## src/rtl/uart_tx_pkg.sv

```systemverilog
// uart_tx_pkg
// Shared definitions for the UART transmitter:
//   - parity mode encodings (same meaning as the matching receiver)
//   - transmitter FSM state type
//   - helper functions: parity bit calculation, FIFO depth legality check
package uart_tx_pkg;

    // Parity mode encodings, derived from the PARITY string parameter
    localparam logic [1:0] PAR_NONE = 2'd0;
    localparam logic [1:0] PAR_EVEN = 2'd1;
    localparam logic [1:0] PAR_ODD  = 2'd2;

    // Widest data word a frame can carry
    localparam int MAX_DATA_BITS = 8;

    // Transmitter FSM states
    typedef enum logic [2:0] {
        ST_IDLE   = 3'd0,
        ST_START  = 3'd1,
        ST_DATA   = 3'd2,
        ST_PARITY = 3'd3,
        ST_STOP   = 3'd4
    } tx_state_t;

    // Parity bit for a data word; unused upper bits must be zero so they
    // do not disturb the XOR reduction.
    function automatic logic calc_parity(input logic [MAX_DATA_BITS-1:0] data,
                                         input logic [1:0] mode);
        logic p;
        p = ^data;
        case (mode)
            PAR_EVEN: return p;
            PAR_ODD:  return ~p;
            default:  return 1'b0;
        endcase
    endfunction

    // A FIFO depth is legal when it is a power of two and at least 2
    function automatic bit fifo_depth_legal(input int depth);
        return (depth >= 2) && ((depth & (depth - 1)) == 0);
    endfunction

endpackage

```

## src/rtl/uart_tx_fifo.sv

```systemverilog
// uart_tx_fifo
// Synchronous FIFO buffering bytes in front of the UART serialiser.
// Ports:
//   clk, rst        clock, asynchronous active-high reset
//   push, wdata     write request and data (ignored while full)
//   pop             read request (ignored while empty)
//   rdata           head entry (valid while !empty)
//   count           number of entries held
//   full            registered full flag
//   empty           count == 0
// Pointers wrap naturally because DEPTH is a power of two.
module uart_tx_fifo
    import uart_tx_pkg::*;
#(
    parameter int WIDTH = 8,
    parameter int DEPTH = 4,
    localparam int AW = $clog2(DEPTH),
    localparam int CW = AW + 1
) (
    input  logic             clk,
    input  logic             rst,
    input  logic             push,
    input  logic [WIDTH-1:0] wdata,
    input  logic             pop,
    output logic [WIDTH-1:0] rdata,
    output logic [CW-1:0]    count,
    output logic             full,
    output logic             empty
);

    generate
        if (!fifo_depth_legal(DEPTH)) begin : g_depth_check
            $error("uart_tx_fifo: DEPTH must be a power of 2 and at least 2");
        end
    endgenerate

    logic [WIDTH-1:0] mem [DEPTH];
    logic [AW-1:0]    wr_ptr;
    logic [AW-1:0]    rd_ptr;
    logic [CW-1:0]    count_next;
    logic             wr_en;
    logic             rd_en;

    assign wr_en = push && !full;
    assign rd_en = pop && !empty;
    assign empty = (count == {CW{1'b0}});
    assign rdata = mem[rd_ptr];

    // Occupancy after this cycle's push/pop; a simultaneous push and pop cancel
    always_comb begin
        count_next = count;
        if (wr_en && !rd_en) begin
            count_next = count + CW'(1);
        end else if (rd_en && !wr_en) begin
            count_next = count - CW'(1);
        end else begin
            count_next = count;
        end
    end

    // Pointers, occupancy and the registered full flag
    always_ff @(posedge clk or posedge rst) begin
        if (rst) begin
            wr_ptr <= {AW{1'b0}};
            rd_ptr <= {AW{1'b0}};
            count  <= {CW{1'b0}};
            full   <= 1'b0;
        end else begin
            if (wr_en) begin
                wr_ptr <= wr_ptr + AW'(1);
            end
            if (rd_en) begin
                rd_ptr <= rd_ptr + AW'(1);
            end
            count <= count_next;
            full  <= (count_next == CW'(DEPTH));
        end
    end

    // Storage array; contents need no reset because count gates every read
    always_ff @(posedge clk) begin
        if (wr_en) begin
            mem[wr_ptr] <= wdata;
        end
    end

endmodule

```

## src/rtl/uart_tx.sv

```systemverilog
// uart_tx
// UART transmitter: buffers words from a valid/ready source and sends each
// as start bit, DATA_BITS data bits LSB first, optional parity, stop bit(s).
// Bit timing comes only from the bd_rate strobe.
// Ports:
//   clk, rst     clock, asynchronous active-high reset
//   bd_rate      one-clock pulse per bit period
//   tx_data      word to send, sampled only when tx_valid && tx_ready
//   tx_valid     tx_data is valid this cycle
//   tx_ready     FIFO can accept a word (registered, = !full)
//   tx           serial line, idles high (registered)
//   tx_busy      a frame is in flight (registered)
//   fifo_count   words waiting in the FIFO
module uart_tx
    import uart_tx_pkg::*;
#(
    parameter int    DATA_BITS  = 8,
    parameter string PARITY     = "NONE",
    parameter int    STOP_BITS  = 1,
    parameter int    FIFO_DEPTH = 4
) (
    input  logic                          clk,
    input  logic                          rst,
    input  logic                          bd_rate,
    input  logic [DATA_BITS-1:0]          tx_data,
    input  logic                          tx_valid,
    output logic                          tx_ready,
    output logic                          tx,
    output logic                          tx_busy,
    output logic [$clog2(FIFO_DEPTH):0]   fifo_count
);

    localparam logic [1:0] PAR_MODE = (PARITY == "EVEN") ? PAR_EVEN :
                                      ((PARITY == "ODD") ? PAR_ODD : PAR_NONE);
    localparam int CNT_W = $clog2(DATA_BITS);
    localparam logic [CNT_W-1:0] LAST_BIT = CNT_W'(DATA_BITS - 1);
    // stop_cnt value at which the final stop bit is being sent
    localparam logic LAST_STOP = (STOP_BITS == 2) ? 1'b1 : 1'b0;

    tx_state_t            state;
    tx_state_t            state_next;
    logic [DATA_BITS-1:0] sh;
    logic [DATA_BITS-1:0] sh_next;
    logic [CNT_W-1:0]     bit_cnt;
    logic [CNT_W-1:0]     bit_cnt_next;
    logic                 stop_cnt;
    logic                 stop_cnt_next;
    logic                 par_bit;
    logic                 par_next;
    logic                 tx_next;
    logic                 busy_next;

    logic                 fifo_pop;
    logic [DATA_BITS-1:0] fifo_rdata;
    logic                 fifo_full;
    logic                 fifo_empty;

    uart_tx_fifo #(
        .WIDTH (DATA_BITS),
        .DEPTH (FIFO_DEPTH)
    ) u_fifo (
        .clk   (clk),
        .rst   (rst),
        .push  (tx_valid),
        .wdata (tx_data),
        .pop   (fifo_pop),
        .rdata (fifo_rdata),
        .count (fifo_count),
        .full  (fifo_full),
        .empty (fifo_empty)
    );

    assign tx_ready = ~fifo_full;

    // Next-state logic: every transition waits for a bd_rate strobe
    always_comb begin
        state_next    = state;
        sh_next       = sh;
        bit_cnt_next  = bit_cnt;
        stop_cnt_next = stop_cnt;
        par_next      = par_bit;
        tx_next       = tx;
        fifo_pop      = 1'b0;
        if (bd_rate) begin
            case (state)
                ST_IDLE: begin
                    if (!fifo_empty) begin
                        fifo_pop   = 1'b1;
                        sh_next    = fifo_rdata;
                        par_next   = calc_parity(MAX_DATA_BITS'(fifo_rdata), PAR_MODE);
                        tx_next    = 1'b0;
                        state_next = ST_START;
                    end else begin
                        tx_next    = 1'b1;
                    end
                end
                ST_START: begin
                    tx_next      = sh[0];
                    bit_cnt_next = {CNT_W{1'b0}};
                    state_next   = ST_DATA;
                end
                ST_DATA: begin
                    if (bit_cnt != LAST_BIT) begin
                        // sh[1] becomes sh[0] after the shift, so it is the next bit out
                        sh_next      = sh >> 1;
                        tx_next      = sh[1];
                        bit_cnt_next = bit_cnt + CNT_W'(1);
                    end else if (PAR_MODE != PAR_NONE) begin
                        tx_next    = par_bit;
                        state_next = ST_PARITY;
                    end else begin
                        tx_next       = 1'b1;
                        stop_cnt_next = 1'b0;
                        state_next    = ST_STOP;
                    end
                end
                ST_PARITY: begin
                    tx_next       = 1'b1;
                    stop_cnt_next = 1'b0;
                    state_next    = ST_STOP;
                end
                ST_STOP: begin
                    if (stop_cnt != LAST_STOP) begin
                        stop_cnt_next = 1'b1;
                    end else if (!fifo_empty) begin
                        // Back-to-back frame: start bit follows the last stop bit directly
                        fifo_pop   = 1'b1;
                        sh_next    = fifo_rdata;
                        par_next   = calc_parity(MAX_DATA_BITS'(fifo_rdata), PAR_MODE);
                        tx_next    = 1'b0;
                        state_next = ST_START;
                    end else begin
                        tx_next    = 1'b1;
                        state_next = ST_IDLE;
                    end
                end
                default: begin
                    tx_next    = 1'b1;
                    state_next = ST_IDLE;
                end
            endcase
        end else begin
            state_next = state;
        end
        busy_next = (state_next != ST_IDLE);
    end

    // FSM, shifter, counters and registered line outputs
    always_ff @(posedge clk or posedge rst) begin
        if (rst) begin
            state    <= ST_IDLE;
            sh       <= {DATA_BITS{1'b0}};
            bit_cnt  <= {CNT_W{1'b0}};
            stop_cnt <= 1'b0;
            par_bit  <= 1'b0;
            tx       <= 1'b1;
            tx_busy  <= 1'b0;
        end else begin
            state    <= state_next;
            sh       <= sh_next;
            bit_cnt  <= bit_cnt_next;
            stop_cnt <= stop_cnt_next;
            par_bit  <= par_next;
            tx       <= tx_next;
            tx_busy  <= busy_next;
        end
    end

endmodule

```

## config.mk

```make
export PLATFORM = sky130hd
export DESIGN_NAME = uart_tx
export DESIGN_NICKNAME = d
export VERILOG_FILES = /design/src/rtl/uart_tx_pkg.sv /design/src/rtl/uart_tx_fifo.sv /design/src/rtl/uart_tx.sv
export SDC_FILE = /design/constraint.sdc
export NUM_CORES = 1
export LEC_CHECK = 0
export CAP_MARGIN = 10
export CORE_ASPECT_RATIO = 1.4
export CORE_UTILIZATION = 52
export CTS_CLUSTER_DIAMETER = 80
export CTS_CLUSTER_SIZE = 12
export DETAILED_ROUTE_END_ITERATION = 10
export PLACE_DENSITY_LB_ADDON = 0.2
export REMOVE_ABC_BUFFERS = 1
export SLEW_MARGIN = 40
export SYNTH_ARGS = -nofsm -noshare
export SYNTH_HDL_FRONTEND = slang
export SYNTH_HIERARCHICAL = 1
export SYNTH_SLANG_ARGS = --single-unit
```

## constraint.sdc

```tcl
create_clock -name clk -period 2.1 [get_ports clk]
set_clock_uncertainty 0.05 [all_clocks]
set_input_delay 0.315 -clock clk [delete_from_list [all_inputs] [get_ports clk]]
set_output_delay 0.315 -clock clk [all_outputs]
set_load 0.1 [all_outputs]
```

Word level (Yosys, flattened, before mapping)
Memories as Yosys holds them, arrays and structs flattened.
Index checks and enable logic that the tools add are counted.
{"block": "totals", "register_bits": 25, "mem_bits_rw": 32, "output_inout_bits": 6, "elab_cells": 71, "n_memories": 1}
{"name": "u_fifo.mem", "depth": 4, "width": 8, "read_ports": 1, "rd_clocked_by_memory_dff": 0, "write_ports": 1, "line": "uart_tx_fifo.sv:37", "rtl": "logic [WIDTH-1:0] mem [DEPTH];"}
{"block": "classes", "addsub": 5, "eq_ne": 9, "n_mux": 27, "bitwise_logic": 1, "reduce_logical": 18}
{"operator": "$mux 8", "n": 3}
{"operator": "$pmux 8 s3", "n": 1}
{"operator": "$mux 3", "n": 7}
{"operator": "$pmux 3 s5", "n": 1}
{"operator": "$mux 1", "n": 11}
{"operator": "$reduce_bool 3->1", "n": 3}
{"operator": "$add 3x1->3 const B", "n": 2}
{"operator": "$eq 3x2->1 const B", "n": 2}
{"operator": "$eq 3x3->1 const B", "n": 2}
{"operator": "$logic_not 3->1", "n": 2}
{"operator": "$ne 2x2->1 const B", "n": 3}
{"operator": "$pmux 3 s2", "n": 1}
{"operator": "$reduce_and 3->1", "n": 2}
{"operator": "$add 2x1->2 const B", "n": 2}
{"operator": "$logic_and 1x1->1", "n": 4}
{"operator": "$logic_not 1->1", "n": 4}
{"operator": "$pmux 1 s4", "n": 1}
{"operator": "$reduce_and 4->1", "n": 1}
{"operator": "$eq 3x1->1 const B", "n": 1}
{"operator": "$ne 3x3->1 const B", "n": 1}
{"operator": "$pmux 1 s3", "n": 1}
{"operator": "$sub 3x1->3 const B", "n": 1}
{"operator": "$pmux 1 s2", "n": 1}
{"operator": "$reduce_and 2->1", "n": 1}
{"operator": "2 further kinds", "n": 2}

Longest topological paths before layout
{"block": "depth", "word_depth": 10, "depth_mapped": 10, "mapped_depth_nobuf": 9}

Modules after synthesis
The synthesis kept the hierarchy.
{"mod": "uart_tx_fifo", "n_inst": 1, "cells_per_inst": 101, "area_per_inst_um2": 1715.4, "seq_area_each_um2": 1161.1}
{"mod": "uart_tx", "n_inst": 1, "cells_per_inst": 77, "area_per_inst_um2": 909.6, "seq_area_each_um2": 401.6}

Least setup slack after synthesis
Ideal clock, no wire load.
{"block": "synth_timing", "path_kind": "register to register", "from": "register u_fifo.count[0]", "to": "register u_fifo.full", "setup_time_ns": 0.094, "arrival_ns": 2.726, "slack_ns": -0.770, "stages_incl_launch_ff": 11, "synth_period_minus_slack_ns": 2.870, "cell_sequence": "dfrtp_1 > inv_1 > ha_1 > nand2b_4 > inv_1 > nor4b_2 > buf_2 > inv_1 > o21ai_0 > nand4_1 > a221oi_2"}
{"block": "synth_between", "elab_chain_cells": 10, "elab_cells_between_ends": 15, "cone_classes": "2 x add/sub; 1 x eq/ne; 6 x mux; 6 x reduce/logical"}
{"item": "start: declaration", "line": "uart_tx_fifo.sv:26", "rtl": "output logic [CW-1:0] count,"}
{"item": "start signal: assignment", "line": "uart_tx_fifo.sv:66", "rtl": "count <= {CW{1'b0}};"}
{"item": "start signal: assignment", "line": "uart_tx_fifo.sv:75", "rtl": "count <= count_next;"}
{"item": "$logic_not 3->1 *", "line": "uart_tx_fifo.sv:46", "rtl": "assign empty = (count == {CW{1'b0}});"}
{"item": "via fifo_empty", "line": "uart_tx.sv:56", "rtl": "logic fifo_empty;"}
{"item": "$mux 1 *", "line": "uart_tx.sv:87, uart_tx.sv:125"}
{"item": "$mux 1", "line": "uart_tx.sv:123", "rtl": "if (stop_cnt != LAST_STOP) begin"}
{"item": "$pmux 1 s2 *", "line": "uart_tx.sv:85", "rtl": "case (state)"}
{"item": "$mux 1 *", "line": "uart_tx.sv:84", "rtl": "if (bd_rate) begin"}
{"item": "via fifo_pop", "line": "uart_tx.sv:53", "rtl": "logic fifo_pop;"}
{"item": "$logic_and 1x1->1 *", "line": "uart_tx_fifo.sv:45", "rtl": "assign rd_en = pop && !empty;"}
{"item": "$logic_and 1x1->1 / $logic_not 1->1 (equally long branches)", "line": "uart_tx_fifo.sv:54, uart_tx_fifo.sv:52"}
{"item": "$mux 3 / $logic_and 1x1->1 (equally long branches)", "line": "uart_tx_fifo.sv:54, uart_tx_fifo.sv:52"}
{"item": "$mux 3 *", "line": "uart_tx_fifo.sv:52", "rtl": "if (wr_en && !rd_en) begin"}
{"item": "$eq 3x3->1 *", "line": "uart_tx_fifo.sv:76", "rtl": "full <= (count_next == CW'(DEPTH));"}
{"item": "end signal: assignment", "line": "uart_tx_fifo.sv:76"}
{"item": "end: declaration", "line": "uart_tx_fifo.sv:27", "rtl": "output logic full,"}
The timed path passes the listed nets; every way through them passes the cells marked *.
A chain may end at the register's enable or synchronous reset.

Worst setup path after layout
Same ends and word-level chain as after synthesis.

==> tab_implementation.tex <==
\begin{tabular}{lr}
\hline
Metric & Value \\
\hline
\multicolumn{2}{l}{\textbf{Die}} \\
Total die area & 0.005340 mm² \\
Cell Rows & 30 \\
Core region area & 0.004842 mm² \\
X dimension of the die & 62.05 µm \\
Die extent in y & 86.07 µm \\
Initial cell density of the core & 0.5421 \\
Number of top-level design ports & 18 \\
\multicolumn{2}{l}{\textbf{Global route}} \\
Total overflow reported by the global router & 0 \\
Vias in the first global route & 1,575 \\
Antenna violations before repair & 0 \\
Maximum number of pins on one net before global-route repair & 21 \\
Wire length of the first global-routing pass & 7044 µm \\
Aggregate global-route resource usage & 0.1820 \\
\multicolumn{2}{l}{\textbf{Routing}} \\
Pre-antenna DRT Iters & 4 \\
Residual DRC count & 0 \\
Detailed-route vias per instance & 5.524 \\
Total length of routed wires & 4388 µm \\
Remaining antenna violation count & 0 \\
Routed wire length per instance & 15.96 µm \\
Initial DRC count & 81 \\
Vias & 1,519 \\
\multicolumn{2}{l}{\textbf{Synth}} \\
Most used standard cells in the synthesized netlist & edfxtp\_1 (32), dfrtp\_1 (23), inv\_1 (16) \\
Async set or reset register ratio after synthesis & 0.4286 \\
Sequential element share of the synthesized area & 0.5953 \\
Most frequent cell after synthesis & edfxtp\_1 \\
Yosys warnings & 6 \\
Cell taking the most area after synthesis & edfxtp\_1 \\
Synth Flop Type & edfxtp\_1 \\
Count of unique library cells instantiated by Yosys & 42 \\
Synthesized area per cell & 14.75 µm² \\
Number of flops mapped to enable cells by yosys & 32 \\
Total of flip-flops plus latches after synthesis & 56 \\
Share of the synthesized area in the top cell type & 0.3661 \\
Cells after synthesis & 178 \\
Largest cells by area after synthesis & edfxtp\_1 (37\%), dfrtp\_1 (22\%), mux4\_2 (6.9\%), ha\_1 (4.3\%), mux2\_4 (4.0\%) \\
Post-Synthesis Cell Area & 0.002625 mm² \\
\multicolumn{2}{l}{\textbf{Hold path}} \\
Worst min-delay path category & primary input to async pin \\
\multicolumn{2}{l}{\textbf{Clocking}} \\
Cts-stage hold buffer count & 0 \\
Cell at the root of the clock tree & clkbuf\_8 \\
Clk sinks & 56 \\
Reg clk slew, reported paths & 100 ps \\
Clock latency of the later-clocked register in the worst-skew pair & 310 ps \\
Largest buffer count on any clock path & 2 \\
Number of buffers added by the clock tree synthesis step & 5 \\
TritonCTS clock tree & built \\
Number of levels the H-tree was split into & 2 \\
\multicolumn{2}{l}{\textbf{Worst setup path}} \\
CP bufs+invs & 4 \\
Number of cell instances on the worst register-to-register path & 10 \\
Required time of the worst setup path & 2270 ps \\
Dominant delay contributor by cell family on the critical path & compound AO/OA/AOI/OAI gates \\
Kind of launch point of the worst setup path & flop \\
Cell type of the slowest stage on the worst timing path & dfrtp\_1 \\
Sequence of cells on the critical path & inv\_1, ha\_4, nand2b\_4, inv\_1, nor4b\_2, buf\_4, buf\_4, a211o\_1, a21o\_1, a221oi\_2 \\
CP arrival & 2190 ps \\
Setup CP Type & flop to flop \\
Crit-path max cell delay & 390 ps \\
Endpoint type of the worst setup path & flop \\
Critical path peak fanout & 7 \\
Number of gates on the worst path with buffers counted & 10 \\
\multicolumn{2}{l}{\textbf{Finish}} \\
Non-Filler Cell Area, Final & 0.003097 mm² \\
Layout cells sized above 1 & 0.2749 \\
Count of nets after finishing & 231 \\
Synthesis-to-layout area growth & 17.97\% \\
Ant diodes & 0 \\
Count of filler cells inserted in the layout & 348 \\
\multicolumn{2}{l}{\textbf{STA}} \\
Minimum period implied by the final worst setup slack & 2018 ps \\
Pins Over Slew Limit & 0 \\
Relative slew slack & 0.6049 \\
Final worst-path setup slack & 82.47 ps \\
Hold\_ws & 278.5 ps \\
Final clock period utilization by the worst path & 0.9607 \\
Transition time at the pin with the least slew margin & 592.0 ps \\
Highest clock rate & 495.7 MHz \\
Setup-violating endpoint count in the final report & 0 \\
Setup TNS & 0 ps \\
Final count of hold timing violations & 0 \\
\multicolumn{2}{l}{\textbf{Power and ir drop}} \\
Pleak & 1.239 nW \\
Largest voltage drop on the vdd net & 801.2 µV \\
Total chip power & 4.541 mW \\
Power per unit of standard cell area & 1466 mW/mm² \\
\multicolumn{2}{l}{\textbf{Flow run}} \\
Number of max-cap violations & 0 \\
\multicolumn{2}{l}{\textbf{Placed design}} \\
Post-Place Worst Slack & -21.42 ps \\
Gpl congestion & 0.8065 \\
Post-Place Cell Area & 0.002948 mm² \\
Half-perimeter wire length after placement & 3232 µm \\
Port bufs & 17 \\
\multicolumn{2}{l}{\textbf{Status}} \\
Run status & finished, final reports clean \\
\hline
\end{tabular}
[flip-flops by register name, indices dropped and copies added, names as in the netlist]
signal         cells
u_fifo/mem        32
sh                 8
bit_cnt            3
state              3
u_fifo/count       3
u_fifo/rd_ptr      2
u_fifo/wr_ptr      2
tx                 1
tx_busy            1
u_fifo/full        1
[cell families after synthesis]
family / Yosys count / share of synthesized area
buf+inv: 26 / 0.04718
mux: 25 / 0.1506
fa+ha+maj: 9 / 0.04290
simple gates: 34 / 0.08723
flops: 56 / 0.5953
compound gates: 24 / 0.06339
xor+xnor: 4 / 0.01334
[cell usage in the layout, fill, tap and decap left out, drive strengths merged]
cell and n:
mux2i 2, a221oi 1, nor3b 4, mux4 8
o211ai 2, mux2 15, a211o 2, inv 20
nor2 1, nand3 5, o21ai 7, dfrtp 23
nand2b 4, a2111oi 1, nand2 7, clkdlybuf4s50 11
a31oi 2, buf 23, nor4 1, clkbuf 5
a21oi 5, o211a 1, nor2b 3, nand4 2
nor4b 1, xnor2 4, nand3b 1, o22a 1
o21bai 1, edfxtp 32, and2b 1, a21o 1
dfstp 1, ha 9, and2 4
[area by class of cell]
class	count	area, µm²	area share
multi-input combinational	96	959.7	0.3099
sequential	56	1563	0.5046
tap	64	80.08	0.02586
clock buffer	5	68.82	0.02222
timing repair buffer	34	332.8	0.1075
inverter	17	63.81	0.02061
clock inverter	3	28.78	0.009293
[per-layer routing]
metal  GRT usage  wire length [µm]
met5           0                 0
met4     0.08283                98
met3     0.04072               126
met2      0.3095              2395
met1      0.2105              1767
[where the power goes]
| part | switching [mW] | leakage (nW) | internal [mW] |
|---|---|---|---|
| combinational | 1.14 | 0.604 | 1.03 |
| clock | 0.366 | 0.0511 | 0.252 |
| sequential | 0.245 | 0.584 | 1.51 |
[timing repair]
item                                    4_1_cts  5_1_grt
pin swaps                                     0        1
endpoints found under the setup margin        1        3
buffers inserted                              3        1
resized for setup                             1        5
[worst paths after layout]
kind	start	end	slack, ps
worst max register to register	u_fifo/count[0]$_DFF_PP0_	u_fifo/full$_DFF_PP0_	80
worst max-delay path	u_fifo/count[0]$_DFF_PP0_	u_fifo/full$_DFF_PP0_	80
max in group asynchronous	rst	sh[7]$_DFFE_PP0P_	1250
min in group clk	sh[0]$_DFFE_PP0P_	sh[0]$_DFFE_PP0P_	470
worst min register to register	sh[0]$_DFFE_PP0P_	sh[0]$_DFFE_PP0P_	470
worst min-delay path	rst	u_fifo/rd_ptr[0]$_DFFE_PP0P_	280
[metrics by stage]
stage               utilization  std cells
floorplan                     -        169
global placement         0.6088        263
detailed placement       0.6088        263
CTS                      0.6336        274
global route             0.6395        275
finish                   0.6395        275
(Power assumes the default switching activity.)
